**config.mk**
```make
export PLATFORM = sky130hd
export DESIGN_NAME = vga_text_ctrl
export DESIGN_NICKNAME = d
export VERILOG_FILES = /design/src/rtl/vga_text_pkg.sv /design/src/rtl/vga_text_ctrl_debouncer.sv /design/src/rtl/vga_text_ctrl.sv
export SDC_FILE = /design/constraint.sdc
export NUM_CORES = 1
export LEC_CHECK = 0
export CAP_MARGIN = 20
export CORE_MARGIN = 4
export CORE_UTILIZATION = 50
export DETAILED_ROUTE_END_ITERATION = 8
export DONT_BUFFER_PORTS = 1
export GPL_TIMING_DRIVEN = 0
export MAX_ROUTING_LAYER = met4
export PLACE_DENSITY = 0.76
export SYNTH_ARGS = -nofsm -noshare
export SYNTH_HDL_FRONTEND = slang
export SYNTH_SLANG_ARGS = --single-unit
```
**constraint.sdc**
```tcl
create_clock -name clk -period 1.4 [get_ports clk]
set_clock_uncertainty 0.2 [all_clocks]
set_input_delay 0.35 -clock clk [delete_from_list [all_inputs] [get_ports clk]]
set_output_delay 0.35 -clock clk [all_outputs]
set_load 0.01 [all_outputs]
```
**src/rtl/vga_text_pkg.sv**
```systemverilog
// Shared definitions for the VGA text display controller.
//   COLOR_W    : width of one pixel colour
//   N_FIELDS   : number of text generators feeding the controller
//   BG_COLOR   : colour shown in the visible area when no field is granted
//   GRANT_NONE : grant code meaning "no field owns this pixel"
//   state_e    : controller state (blank until the first frame boundary, then run)
package vga_text_pkg;

  localparam int                 COLOR_W    = 3;
  localparam int                 N_FIELDS   = 3;
  localparam logic [COLOR_W-1:0] BG_COLOR   = 3'b000;
  localparam logic [1:0]         GRANT_NONE = 2'd3;

  typedef enum logic {
    WAIT_FRAME = 1'b0,
    RUN        = 1'b1
  } state_e;

endpackage

```
**src/rtl/vga_text_ctrl_debouncer.sv**
```systemverilog
// One-bit switch debouncer: 2-FF synchroniser followed by a stability counter.
// The debounced output only follows the synchronised input after it has held a
// new value for DEBOUNCE_CNT consecutive cycles; any bounce restarts the count.
// Ports:
//   clk      : pixel clock
//   reset    : asynchronous active-low reset
//   sw_in    : raw, asynchronous switch level
//   stable_o : debounced switch level
module switch_debouncer #(
  parameter int DEBOUNCE_CNT = 20
) (
  input  logic clk,
  input  logic reset,
  input  logic sw_in,
  output logic stable_o
);

  localparam int                CNT_W   = (DEBOUNCE_CNT > 1) ? $clog2(DEBOUNCE_CNT) : 1;
  localparam logic [CNT_W-1:0]  CNT_MAX = CNT_W'(DEBOUNCE_CNT - 1);

  logic             meta_q;
  logic             sync_q;
  logic             stable_q;
  logic             stable_d;
  logic [CNT_W-1:0] cnt_q;
  logic [CNT_W-1:0] cnt_d;

  // Next-state of the stability counter and the debounced level.
  always_comb begin
    stable_d = stable_q;
    cnt_d    = {CNT_W{1'b0}};
    if (sync_q != stable_q) begin
      // The count reaching CNT_MAX marks DEBOUNCE_CNT cycles of disagreement.
      if (cnt_q == CNT_MAX) begin
        stable_d = sync_q;
        cnt_d    = {CNT_W{1'b0}};
      end else begin
        cnt_d = cnt_q + CNT_W'(1);
      end
    end else begin
      cnt_d = {CNT_W{1'b0}};
    end
  end

  // Synchroniser, counter and debounced level registers.
  always_ff @(posedge clk or negedge reset) begin
    if (!reset) begin
      meta_q   <= 1'b0;
      sync_q   <= 1'b0;
      stable_q <= 1'b0;
      cnt_q    <= {CNT_W{1'b0}};
    end else begin
      meta_q   <= sw_in;
      sync_q   <= meta_q;
      stable_q <= stable_d;
      cnt_q    <= cnt_d;
    end
  end

  assign stable_o = stable_q;

endmodule

```
**src/rtl/vga_text_ctrl.sv**
```systemverilog
// Controller/arbiter between the switches and the three text generators.
// Debounced switches are latched into per-field enables only at frame
// boundaries so a field never appears or vanishes mid-frame. Overlapping glyph
// pixels are resolved with field 0 highest priority; field 2 additionally
// blinks with a half-period of BLINK_FRAMES frames.
// Ports:
//   clk        : pixel clock
//   reset      : asynchronous active-low reset
//   swt        : raw switches, bit i enables field i
//   vsync      : VGA vsync, active-low pulse
//   video_on   : visible-area flag, aligned with text_on/field_rgb
//   text_on    : field i has a glyph pixel at the current pixel
//   field_rgb  : {f2,f1,f0} colours
//   rgb_text   : arbitrated pixel colour (registered)
//   field_en   : enables latched at the last frame boundary
//   grant      : granted field 0..2, or 3 for none (registered with rgb_text)
//   frame_tick : one-cycle pulse per vsync falling edge
//   blink      : blink phase; field 2 is shown only while high
module vga_text_ctrl
  import vga_text_pkg::*;
#(
  parameter int                 DEBOUNCE_CNT = 20,
  parameter int                 BLINK_FRAMES = 30,
  parameter int                 COLOR_W      = vga_text_pkg::COLOR_W,
  parameter logic [COLOR_W-1:0] BG_COLOR     = vga_text_pkg::BG_COLOR
) (
  input  logic                   clk,
  input  logic                   reset,
  input  logic [2:0]             swt,
  input  logic                   vsync,
  input  logic                   video_on,
  input  logic [2:0]             text_on,
  input  logic [3*COLOR_W-1:0]   field_rgb,
  output logic [COLOR_W-1:0]     rgb_text,
  output logic [2:0]             field_en,
  output logic [1:0]             grant,
  output logic                   frame_tick,
  output logic                   blink
);

  localparam int               FC_W   = (BLINK_FRAMES > 1) ? $clog2(BLINK_FRAMES) : 1;
  localparam logic [FC_W-1:0]  FC_MAX = FC_W'(BLINK_FRAMES - 1);

  logic [N_FIELDS-1:0] stable_s;
  logic [N_FIELDS-1:0] act_s;

  state_e              state_q,      state_d;
  logic                vsync_d_q,    vsync_d_d;
  logic                frame_tick_q, frame_tick_d;
  logic [FC_W-1:0]     frame_cnt_q,  frame_cnt_d;
  logic                blink_q,      blink_d;
  logic [2:0]          field_en_q,   field_en_d;
  logic [COLOR_W-1:0]  rgb_q,        rgb_d;
  logic [1:0]          grant_q,      grant_d;

  for (genvar i = 0; i < N_FIELDS; i++) begin : g_deb
    switch_debouncer #(
      .DEBOUNCE_CNT (DEBOUNCE_CNT)
    ) u_deb (
      .clk      (clk),
      .reset    (reset),
      .sw_in    (swt[i]),
      .stable_o (stable_s[i])
    );
  end

  // Field 2 is masked during the dark blink phase; fields 0 and 1 never blink.
  assign act_s = text_on & field_en_q & {blink_q, 1'b1, 1'b1};

  // Frame boundary detection, enable latching, blink counter and state.
  always_comb begin
    vsync_d_d    = vsync;
    frame_tick_d = vsync_d_q & ~vsync;
    field_en_d   = field_en_q;
    frame_cnt_d  = frame_cnt_q;
    blink_d      = blink_q;
    state_d      = state_q;
    if (frame_tick_q) begin
      // stable_s is sampled before this edge updates it, so a debounce
      // completing on this very edge waits for the next boundary.
      field_en_d = stable_s;
      if (frame_cnt_q == FC_MAX) begin
        frame_cnt_d = {FC_W{1'b0}};
        blink_d     = ~blink_q;
      end else begin
        frame_cnt_d = frame_cnt_q + FC_W'(1);
      end
      case (state_q)
        WAIT_FRAME: state_d = RUN;
        RUN:        state_d = RUN;
        default:    state_d = WAIT_FRAME;
      endcase
    end else begin
      state_d = state_q;
    end
  end

  // Fixed-priority arbitration; output is blank until the first frame boundary.
  always_comb begin
    rgb_d   = {COLOR_W{1'b0}};
    grant_d = GRANT_NONE;
    case (state_q)
      WAIT_FRAME: begin
        rgb_d   = {COLOR_W{1'b0}};
        grant_d = GRANT_NONE;
      end
      RUN: begin
        if (!video_on) begin
          rgb_d   = {COLOR_W{1'b0}};
          grant_d = GRANT_NONE;
        end else if (act_s[0]) begin
          rgb_d   = field_rgb[COLOR_W-1:0];
          grant_d = 2'd0;
        end else if (act_s[1]) begin
          rgb_d   = field_rgb[2*COLOR_W-1:COLOR_W];
          grant_d = 2'd1;
        end else if (act_s[2]) begin
          rgb_d   = field_rgb[3*COLOR_W-1:2*COLOR_W];
          grant_d = 2'd2;
        end else begin
          rgb_d   = BG_COLOR;
          grant_d = GRANT_NONE;
        end
      end
      default: begin
        rgb_d   = {COLOR_W{1'b0}};
        grant_d = GRANT_NONE;
      end
    endcase
  end

  // All controller state and registered outputs.
  always_ff @(posedge clk or negedge reset) begin
    if (!reset) begin
      state_q      <= WAIT_FRAME;
      vsync_d_q    <= 1'b0;
      frame_tick_q <= 1'b0;
      frame_cnt_q  <= {FC_W{1'b0}};
      blink_q      <= 1'b0;
      field_en_q   <= 3'b000;
      rgb_q        <= {COLOR_W{1'b0}};
      grant_q      <= GRANT_NONE;
    end else begin
      state_q      <= state_d;
      vsync_d_q    <= vsync_d_d;
      frame_tick_q <= frame_tick_d;
      frame_cnt_q  <= frame_cnt_d;
      blink_q      <= blink_d;
      field_en_q   <= field_en_d;
      rgb_q        <= rgb_d;
      grant_q      <= grant_d;
    end
  end

  assign rgb_text   = rgb_q;
  assign field_en   = field_en_q;
  assign grant      = grant_q;
  assign frame_tick = frame_tick_q;
  assign blink      = blink_q;

endmodule
```
======== Word level (Yosys, flattened, before mapping) ========
Cells that the tools add are included.
cells by class
  add/sub/neg operators ................... 4
  bitwise gates (word level) .............. 6
  eq/ne operators ......................... 7
  reduce and logical (&&, ||, !) cells .... 4
  multiplexer cells ....................... 17
operator list
  kind                                          number
  two-way mux 5 bit                             7
  adder 5 x 1 -> 5 bit (second input constant)  4
  equality test 5 bit (second input constant)   4
  two-way mux 3 bit                             4
  AND reduction 2 bit                           4
  bitwise AND 3 bit                             2
  two-way mux 2 bit                             3
  case mux 3 bit (2 select lines)               1
  case mux 2 bit (2 select lines)               1
  != test 1 bit                                 3
  inverter 1 bit                                3
  bitwise AND 1 bit                             1
  two-way mux 1 bit                             1
storage, ports and cells
  register bits ........................... 41
  word-level logic and storage cells ...... 58
  output and inout bits ................... 10
  bits of input ports ..................... 19

======== Depth between registers and ports, before layout ========
Gate-level depths: netlist of run 1.
  depth in word-level cells ............... 7
  depth in mapped cells ................... 5
  mapped depth without buffers ............ 5

======== By module ========
From an unflattened synthesis of run 1, not the netlist that was laid out.
unflattened totals
  cells, all modules ...................... 136
  area total of the unflattened synthesis .. 1712.9 µm²
by module, submodules not included
  module            seq. area each (µm²)  area each (µm²)  instances  cells an instance
  switch_debouncer  200.2                 322.8            3          24
  vga_text_ctrl     427.9                 744.5            1          64

======== Least setup slack after synthesis of run 1 ========
OpenSTA, ideal clock, no wires.
  kind .................................... register to register
  from .................................... register g_deb[0].u_deb.cnt_q[0]
  to ...................................... register g_deb[0].u_deb.cnt_q[2]
  setup slack ............................. -25 ps
  path buffers ............................ 0
  data required time ...................... 1060 ps
  cell stages (with the launch flop) ...... 5
  data arrival time ....................... 1085 ps
  period minus slack after synthesis ...... 1425 ps
  setup time .............................. 140 ps
  cells stage by stage .................... dfrtp_1 ha_1 nand2_1 o31ai_1 nor2_1
on the way
  word-level cells in the longest chain between the ends .. 3
  elaborated cells between the ends (all ways) .. 4
  those cells by class .................... add/sub (1); eq/ne (1); mux (2)
ends and longest elaborated chain
  item                                                         RTL line                                                      text
  from (decl)                                                  vga_text_ctrl_debouncer.sv:25                                 logic [CNT_W-1:0] cnt_q;
  from (signal assigned)                                       vga_text_ctrl_debouncer.sv:51                                 cnt_q <= {CNT_W{1'b0}};
  from (signal assigned)                                       vga_text_ctrl_debouncer.sv:56                                 cnt_q <= cnt_d;
  adder 5 x 1 -> 5 bit or equality test 5 bit (tied branches)  vga_text_ctrl_debouncer.sv:38, vga_text_ctrl_debouncer.sv:34
  two-way mux 5 bit *                                          vga_text_ctrl_debouncer.sv:34                                 if (cnt_q == CNT_MAX) begin
  two-way mux 5 bit *                                          vga_text_ctrl_debouncer.sv:32                                 if (sync_q != stable_q) begin
  via g_deb[0].u_deb.cnt_d[2]                                  vga_text_ctrl_debouncer.sv:26                                 logic [CNT_W-1:0] cnt_d;
Mark *: on every way through the listed nets, which the timed path passes. The rest lies on a longest branch.
A chain may end at the register's enable or synchronous reset.

======== Final worst setup path of run 1 ========
  from .................................... register frame_cnt_q[0]
  to ...................................... register frame_cnt_q[3]
on the way
  word-level cells in the longest chain between the ends .. 2
  elaborated cells between the ends (all ways) .. 3
  those cells by class .................... add/sub (1); eq/ne (1); mux (1)
ends and longest elaborated chain
  item                                                         RTL line                                  text
  from (decl)                                                  vga_text_ctrl.sv:50                       logic [FC_W-1:0] frame_cnt_q, frame_cnt_d;
  from (signal assigned)                                       vga_text_ctrl.sv:138                      frame_cnt_q <= {FC_W{1'b0}};
  from (signal assigned)                                       vga_text_ctrl.sv:147                      frame_cnt_q <= frame_cnt_d;
  adder 5 x 1 -> 5 bit or equality test 5 bit (tied branches)  vga_text_ctrl.sv:86, vga_text_ctrl.sv:82
  two-way mux 5 bit *                                          vga_text_ctrl.sv:82                       if (frame_cnt_q == FC_MAX) begin
Every way passes the cells marked *; elsewhere a longest branch is shown, timed or not.

==> tab_implementation.tex, run 1 <==
\begin{tabular}{lr}
\hline
Metric & Value \\
\hline
\multicolumn{2}{l}{\textbf{Cells and area}} \\
Share of final-layout standard cells stronger than drive strength 1 & 0.364 \\
Number of standard cells in the final layout excluding fillers & 220 \\
Diode count & 0 \\
Final net count & $\sim$200 \\
Synth-to-layout area growth & 35.3\% \\
Final cell area excluding filler cells & 0.00224 mm² \\
\multicolumn{2}{l}{\textbf{Timing}} \\
Final worst setup slack & -77.3 ps \\
RSZ-0062 raised after global routing & yes \\
Part of the cycle the worst path needs & 1.06 \\
Shortest clock period the worst path allows after layout & 1480 ps \\
Setup violations, final & 7 \\
Final Hold Fails & 41 \\
Final Hold Slack & -527 ps \\
Worst-margin pin slew & about 350 ps \\
Slew HR & 0.767 \\
Final Max Tran Viols & 0 \\
Max Fclk & 677 MHz \\
\multicolumn{2}{l}{\textbf{Logic synthesis}} \\
Most repeated cell in the gate-level netlist after synthesis & dfrtp\_1 \\
Most common library cells after synthesis & dfrtp\_1, nor2\_1, nand3\_1, nand2\_1, xor2\_1 \\
Leading cell types by total area after synthesis & dfrtp\_1, xor2\_1, mux2\_2 \\
Count of yosys warnings during synthesis & 0 \\
FF+latch count, synth & between 40 and 50 \\
Proportion of synthesized chip area in sequential cells & 0.620 \\
Mean Syn Cell Area & 12.0 µm² \\
Nets in the synthesized netlist & 162 \\
Synthesized instance count & 138 \\
FFs w/ async S/R, synth & 1.00 \\
Number of flops mapped to enable cells by yosys & 0 \\
Cell area after synthesis & 0.00166 mm² \\
Top cell type's share of synthesized area & 0.588 \\
Number of distinct library cell variants in the gate-level netlist after synthesis & 29 \\
Cell type with the highest aggregate area in the netlist & dfrtp\_1 \\
Post-synth top flop & dfrtp\_1 \\
\multicolumn{2}{l}{\textbf{Clocking}} \\
Number of clock sinks & 41 \\
Clock tree from TritonCTS & done \\
Number of CTS-inserted buffers & 5 \\
Worst-path clk slew & 130 ps \\
Insertion delay of the later-clocked pin in the worst-skew pair & 350 ps \\
Buffer levels on the longest clock path & 2 \\
CTS H-Tree Depth & 2 \\
Hold\_buf cts & 14 \\
Root buffer cell & clkbuf\_4 \\
\multicolumn{2}{l}{\textbf{Critical path}} \\
Type of the setup path with the least slack & reg2reg \\
Setup crit end kind & register \\
Setup crit start & frame\_cnt\_q[0]\$\_DFFE\_PN0P\_ \\
List of cells traversed by the critical path & buf\_4 -> nand3\_2 -> mux2\_4 -> a22o\_1 \\
Data arrival at the endpoint of the critical path & 1530 ps \\
Reg-to-Reg End & frame\_cnt\_q[3]\$\_DFFE\_PN0P\_ \\
Highest net fanout along the worst path & 3 \\
Setup crit start kind & register \\
Critical Path Slowest Stage Cell & dfrtp\_2 \\
Buffers plus inverters on the worst setup path & 1 \\
Worst setup path end & frame\_cnt\_q[3]\$\_DFFE\_PN0P\_ \\
Worst reg-to-reg setup slack & -80 ps \\
Start of the worst register-to-register path & frame\_cnt\_q[0]\$\_DFFE\_PN0P\_ \\
Required time at the worst-slack endpoint & 1460 ps \\
Cell count of the worst reg-to-reg path & 4 \\
Cell count along the critical path & 4 \\
Crit path largest cell delay & $\sim$470 ps \\
Top cell family by delay on the critical path & flip-flops \\
\multicolumn{2}{l}{\textbf{Global routing}} \\
Peak-usage layer in the global routing report & met2 \\
Total congestion overflow after global routing & 0 \\
Routing usage on met2 & 0.324 \\
Vias in the first global route & approximately 1300 \\
Number of antenna violations at the first check in global routing & 0 \\
Overall track demand over capacity in global routing & 0.184 \\
Maximum number of pins on one net before global-route repair & 42 \\
Met3 track utilization from global routing & 0.0564 \\
Met1 Usage GRT & 0.188 \\
First-pass GRT wire length & 5.75 mm \\
\multicolumn{2}{l}{\textbf{Floorplan}} \\
Full die area & 0.00430 mm² \\
Chip Width & approximately 66 µm \\
Floorplan die height & 65.6 µm \\
Placeable core region & about 0.0031 mm² \\
Starting Density & 0.535 \\
IO Count & 29 \\
Core Rows & 20 \\
\multicolumn{2}{l}{\textbf{Route}} \\
Aggregate routed wire length & 3.79 mm \\
Vias after detailed routing & around 1200 \\
DRC Markers & 0 \\
Via density per instance & 5.57 \\
First drt pass iteration count & 4 \\
Number of DRC markers after the initial detailed-route iteration & 112 \\
Routed length per placed instance & 17.2 µm \\
Remaining antenna violation count & 0 \\
\multicolumn{2}{l}{\textbf{Placement}} \\
Placer Congestion & 0.772 \\
Total placed cells including tap cells & around 180 \\
Placed instance area & about 0.0017 mm² \\
Port-buffer cells & 0 \\
Placed wire-length estimate after detailed placement & approximately 2 mm \\
\multicolumn{2}{l}{\textbf{Run status}} \\
Result of the run & complete, but fails checks \\
Violated checks & hold timing, setup timing \\
\multicolumn{2}{l}{\textbf{Pwr}} \\
Lkg Pwr & around 1 nW \\
Largest voltage drop on the vdd net & 0.000722 V \\
Pwr/cell area & 1100 mW/mm² \\
\multicolumn{2}{l}{\textbf{Flow run}} \\
Max-Cap Viols & 0 \\
\multicolumn{2}{l}{\textbf{Hold path}} \\
Path type of the worst min-delay path & in2async \\
\hline
\end{tabular}
==> cell usage in the layout (no fill, tap or decap), types with 2 or more instances in the layout <==
master / instances
dfrtp_1: 33
nor2_1: 16
buf_4: 15
dlygate4sd3_1: 14
nand3_1: 10
xor2_1: 9
dfrtp_2: 6
nand2_1: 5
clkbuf_4: 5
xnor2_1: 4
mux2_4: 4
nand2_4: 3
o31ai_4: 3
inv_1: 3
nand3_2: 3
mux2_2: 3
nor3_4: 3
ha_4: 3
and2_1: 2
a311oi_1: 2
a21o_1: 2
nor2b_1: 2
nand4_1: 2
o21ai_1: 2
ha_2: 2
dfstp_2: 2
==> report_power, final <==
part | total (mW) | switching [mW] | internal [mW]
sequential | 1.40 | 0.125 | 1.28
combinational | 0.438 | 0.181 | 0.257
clock | 0.629 | 0.384 | 0.245
total | 2.47 | 0.690 | 1.78
==> worst min-delay path by stage <==
stage | cells past startpoint | slack, ps | from | endpoint
after detailed placement | 0 | -140 | reset | rgb_text[1]$_DFF_PN0_
after global placement | 0 | -140 | reset | rgb_text[0]$_DFF_PN0_
after floorplan | 0 | -150 | reset | blink$_DFFE_PN0P_
after global routing | 0 | -580 | reset | field_en[0]$_DFFE_PN0P_
final | 0 | -530 | reset | frame_cnt_q[2]$_DFFE_PN0P_
after CTS | 0 | -540 | reset | blink$_DFFE_PN0P_
==> flip-flops by register name (all words and copies together) (netlist names) <==
register              cells
frame_cnt_q               5
rgb_text                  3
g_deb.u_deb.meta_q        3
frame_tick                1
grant                     2
vsync_d_q                 1
field_en                  3
state_q                   1
g_deb.u_deb.sync_q        3
g_deb.u_deb.stable_o      3
blink                     1
g_deb.u_deb.cnt_q        15
==> timing repair <==
action                                  CTS  global route
pin swaps                                 8             9
resized for setup                        19            23
endpoints found under the setup margin   26            30
buffers inserted                         10             6
hold endpoints to repair                 49            41
==> layout make-up <==
cell class | count | area, µm²
plain buffers | 1 | 5.00
clock buffers | 6 | 51.3
clock inverters | 2 | 13.8
fillers | 200 | 858
inverters | 4 | 15.0
multi-input cells | 92 | 805
flip-flops and latches | 41 | 1040
well taps | 44 | 55.1
repair buffers | 30 | 264
==> metrics by stage <==
stage	total power, mW	setup WS (ps)	setup TNS [ps]	utilization
6_report	2.47	-77.3	-328	0.723
5_1_grt	2.62	-126	-1130	0.723
3_5_place_dp	1.59	-130	-816	0.561
3_3_place_gp	1.57	-61.6	-166	0.561
4_1_cts	2.38	-84.0	-231	0.677
2_1_floorplan	1.54	1.72	0	-
==> cells by family after synthesis <==
group	Yosys count	share of synthesized area
xor gates and xnor gates	13	0.0686
adders and majority gates	5	0.0377
DFF	41	0.620
AOI/OAI and AO/OA	15	0.0649
and+or+nand+nor	51	0.143
buffers and inverters	5	0.0121
muxes	8	0.0535
==> metal layers <==
layer	up-vias	wire, µm
met1	608	1460
met3	13	234
met5	-	0
met4	0	93
met2	53	2010
li1	551	-
Power figures use the tool's default switching activity.
==> inputs of run 2 (changes only) <==
--- a/config.mk
+++ b/config.mk
@@ -5,7 +5,6 @@
 export SDC_FILE = /design/constraint.sdc
 export NUM_CORES = 1
 export LEC_CHECK = 0
-export CAP_MARGIN = 20
 export CORE_MARGIN = 4
 export CORE_UTILIZATION = 50
 export DETAILED_ROUTE_END_ITERATION = 8
@@ -13,6 +12,8 @@
 export GPL_TIMING_DRIVEN = 0
 export MAX_ROUTING_LAYER = met4
 export PLACE_DENSITY = 0.76
+export SETUP_SLACK_MARGIN = 0.15
 export SYNTH_ARGS = -nofsm -noshare
 export SYNTH_HDL_FRONTEND = slang
 export SYNTH_SLANG_ARGS = --single-unit
+export TNS_END_PERCENT = 1
==> run 2 against run 1 <==
  * The run still ends with hold timing, setup timing left
  * Flip-flop and latch count is the same
  * Cell count shrank 7.7%
  * Routed wire length shrank 15%
  * Clock-buffer cell count is the same
  * Clock power shrank 14%
  * Non-clock buffer count shrank 16
  * Fmax shrank 0.79%
  * Via count shrank 10%
  * Sequential power is essentially flat
  * Combinational power shrank 33%
==> tab_implementation.tex, run 2 (synthesis results as in run 1) <==
\begin{tabular}{lr}
\hline
Metric & Value \\
\hline
\multicolumn{2}{l}{\textbf{Hold path}} \\
Path type of the worst min-delay path & in2async \\
\multicolumn{2}{l}{\textbf{Floorplan}} \\
Core Rows & 20 (unchanged) \\
IO Count & 29 (unchanged) \\
Floorplan die height & 65.6 µm (unchanged) \\
Placeable core region & 0.00310 mm² (unchanged) \\
Full die area & 0.00430 mm² (unchanged) \\
Chip Width & 65.6 µm (unchanged) \\
Starting Density & 0.535 (unchanged) \\
\multicolumn{2}{l}{\textbf{Cells and area}} \\
Final net count & 183 (-8.0\%) \\
Filler cell count & 241 (+21\%) \\
Final design utilization & 0.672 (-0.0516) \\
Diode count & 0 (unchanged) \\
Largest registers & g\_deb.u\_deb.cnt\_q x15, frame\_cnt\_q x5 \\
Highest-count cells in the layout ignoring fill and taps & dfrtp\_1, nor2\_1, dlygate4sd3\_1 \\
Max reg flops & 15 (unchanged) \\
Synth-to-layout area growth & 25.6\% \\
Most common cell after layout, fill and taps aside & dfrtp\_1 \\
Share of final-layout standard cells stronger than drive strength 1 & 0.314 (-0.0492) \\
Register ranked first by flip-flop count & g\_deb.u\_deb.cnt\_q \\
\multicolumn{2}{l}{\textbf{Timing}} \\
Part of the cycle the worst path needs & 1.06 (+0.00839) \\
Final Hold Fails & 41 (unchanged) \\
Final worst setup slack & -89.1 ps (-11.7 ps) \\
Final Max Tran Viols & 0 (unchanged) \\
Worst-margin pin slew & 283 ps (-65.5 ps) \\
Setup violations, final & 10 (+3) \\
Shortest clock period the worst path allows after layout & 1490 ps (+11.7 ps) \\
Final Hold Slack & -516 ps (+10.9 ps) \\
Slew HR & 0.810 (+0.0426) \\
RSZ-0062 raised after global routing & yes \\
Max Fclk & 672 MHz (-0.79\%) \\
\multicolumn{2}{l}{\textbf{Pwr}} \\
Power, Total & 2.24 mW (-9.5\%) \\
Largest voltage drop on the vdd net & 0.000699 V (-3.3\%) \\
Pwr/cell area & 1070 mW/mm² (-2.6\%) \\
Lkg Pwr & 0.904 nW (-9.8\%) \\
\multicolumn{2}{l}{\textbf{Route}} \\
Vias after detailed routing & 1102 (-10\%) \\
Aggregate routed wire length & 3.24 mm (-15\%) \\
Highest Signal Layer & met4 \\
Routed length per placed instance & 16.0 µm (-7.4\%) \\
Met2 WL post-DR & 1.64 mm (-18\%) \\
DRC Markers & 0 (unchanged) \\
Routed met3 length & 229 µm (-2.1\%) \\
First drt pass iteration count & 2 (-2) \\
Wire length the detailed router placed on met1 & 1.34 mm (-8.4\%) \\
Via density per instance & 5.43 (-2.5\%) \\
Remaining antenna violation count & 0 (unchanged) \\
Number of DRC markers after the initial detailed-route iteration & 50 (-55\%) \\
\multicolumn{2}{l}{\textbf{Clocking}} \\
Root buffer cell & clkbuf\_4 \\
Worst-path clk slew & 120 ps (about the same) \\
Number of CTS-inserted buffers & 5 (unchanged) \\
Insertion delay of the later-clocked pin in the worst-skew pair & 340 ps (about the same) \\
Buffer levels on the longest clock path & 2 (unchanged) \\
Clock tree from TritonCTS & done \\
CTS H-Tree Depth & 2 (unchanged) \\
Number of clock sinks & 41 (unchanged) \\
\multicolumn{2}{l}{\textbf{Critical path}} \\
Highest net fanout along the worst path & 3 (unchanged) \\
Data arrival at the endpoint of the critical path & 1530 ps (about the same) \\
Critical Path Slowest Stage Cell & dfrtp\_1 \\
Setup crit end kind & register \\
List of cells traversed by the critical path & inv\_2 -> ha\_4 -> nand4\_1 -> buf\_4 -> a22o\_1 \\
Crit path largest cell delay & 420 ps (-50 ps) \\
Required time at the worst-slack endpoint & 1440 ps (-20 ps) \\
Type of the setup path with the least slack & reg2reg \\
Setup crit start kind & register \\
\multicolumn{2}{l}{\textbf{Global routing}} \\
First-pass GRT wire length & 5.50 mm (-4.4\%) \\
Total congestion overflow after global routing & 0 (unchanged) \\
Number of antenna violations at the first check in global routing & 0 (unchanged) \\
Vias in the first global route & 1207 (-7.1\%) \\
Overall track demand over capacity in global routing & 0.177 (-0.00677) \\
Maximum number of pins on one net before global-route repair & 42 (unchanged) \\
\multicolumn{2}{l}{\textbf{Placement}} \\
Worst slack at placement & -135 ps (-4.97 ps) \\
Placed wire-length estimate after detailed placement & 2.05 mm (+5.1\%) \\
Port-buffer cells & 0 (unchanged) \\
Placer Congestion & 0.694 (-10\%) \\
\multicolumn{2}{l}{\textbf{Run status}} \\
Result of the run & complete, but fails checks \\
Violated checks & hold timing, setup timing \\
\multicolumn{2}{l}{\textbf{Flow run}} \\
Max-Cap Viols & 0 (unchanged) \\
\hline
\end{tabular}
[run 2: critical path: cells and delay by family, from the launching register on]
family | cells | cell delay [ps]
buffers and inverters | 2 | 290
adder cells (fa/ha/maj) | 1 | 130
flip-flops | 1 | 420
AO/OA/AOI/OAI | 1 | 170
AND/OR/NAND/NOR | 1 | 170
[run 2: path summary, 6_finish.rpt]
path / from / to / slack, ps / depth (start not counted)
worst max-delay path: frame_cnt_q[1]$_DFFE_PN0P_ / frame_cnt_q[3]$_DFFE_PN0P_ / -90 / 5
worst min-delay path: reset / g_deb[1].u_deb.sync_q$_DFF_PN0_ / -520 / 0
max in group asynchronous: reset / grant[0]$_DFF_PN1_ / 1340 / 0
worst max register to register: frame_cnt_q[1]$_DFFE_PN0P_ / frame_cnt_q[3]$_DFFE_PN0P_ / -90 / 5
min in group clk: field_rgb[1] / rgb_text[1]$_DFF_PN0_ / 10 / 2
worst min register to register: g_deb[2].u_deb.meta_q$_DFF_PN0_ / g_deb[2].u_deb.sync_q$_DFF_PN0_ / 170 / 0
[run 2: final cells by class]
class,count,area [µm²],area share
sequential,41,1040,0.498
multi-input combinational,92,791,0.379
timing repair buffer,14,133,0.0636
tap,44,55.1,0.0264
clock buffer,6,41.3,0.0198
inverter,4,15.0,0.00720
buffer,1,7.51,0.00360
clock inverter,1,5.00,0.00240
[run 2: what timing repair did]
| item | CTS | global route |
|---|---|---|
| hold endpoints to repair | 49 | 43 |
| hold buffers | 8 | 3 |
| setup buffers | 2 | 1 |
| pin swaps | 10 | 8 |
| endpoints found under the setup margin | 37 | 38 |
| resized for setup | 20 | 11 |
[run 2: per-layer routing]
layer,vias up,track usage
met1,541,0.190
met2,38,0.298
met3,5,0.0547
li1,518,-
met5,-,-
met4,0,0.0855
[run 2: metrics by stage]
step	setup TNS (ps)	instance area, µm²	std cells
2_1_floorplan	0	1710	138
3_3_place_gp	-65.6	1770	182
3_5_place_dp	-442	1770	182
4_1_cts	-515	2010	199
5_1_grt	-1110	2080	203
6_report	-430	2080	203
[run 2: power breakdown]
group	leakage, nW	total [mW]	switching, mW	internal (mW)
clock	0.0281	0.540	0.355	0.185
sequential	0.512	1.40	0.121	1.28
combinational	0.364	0.295	0.128	0.167
total	0.904	2.24	0.604	1.63
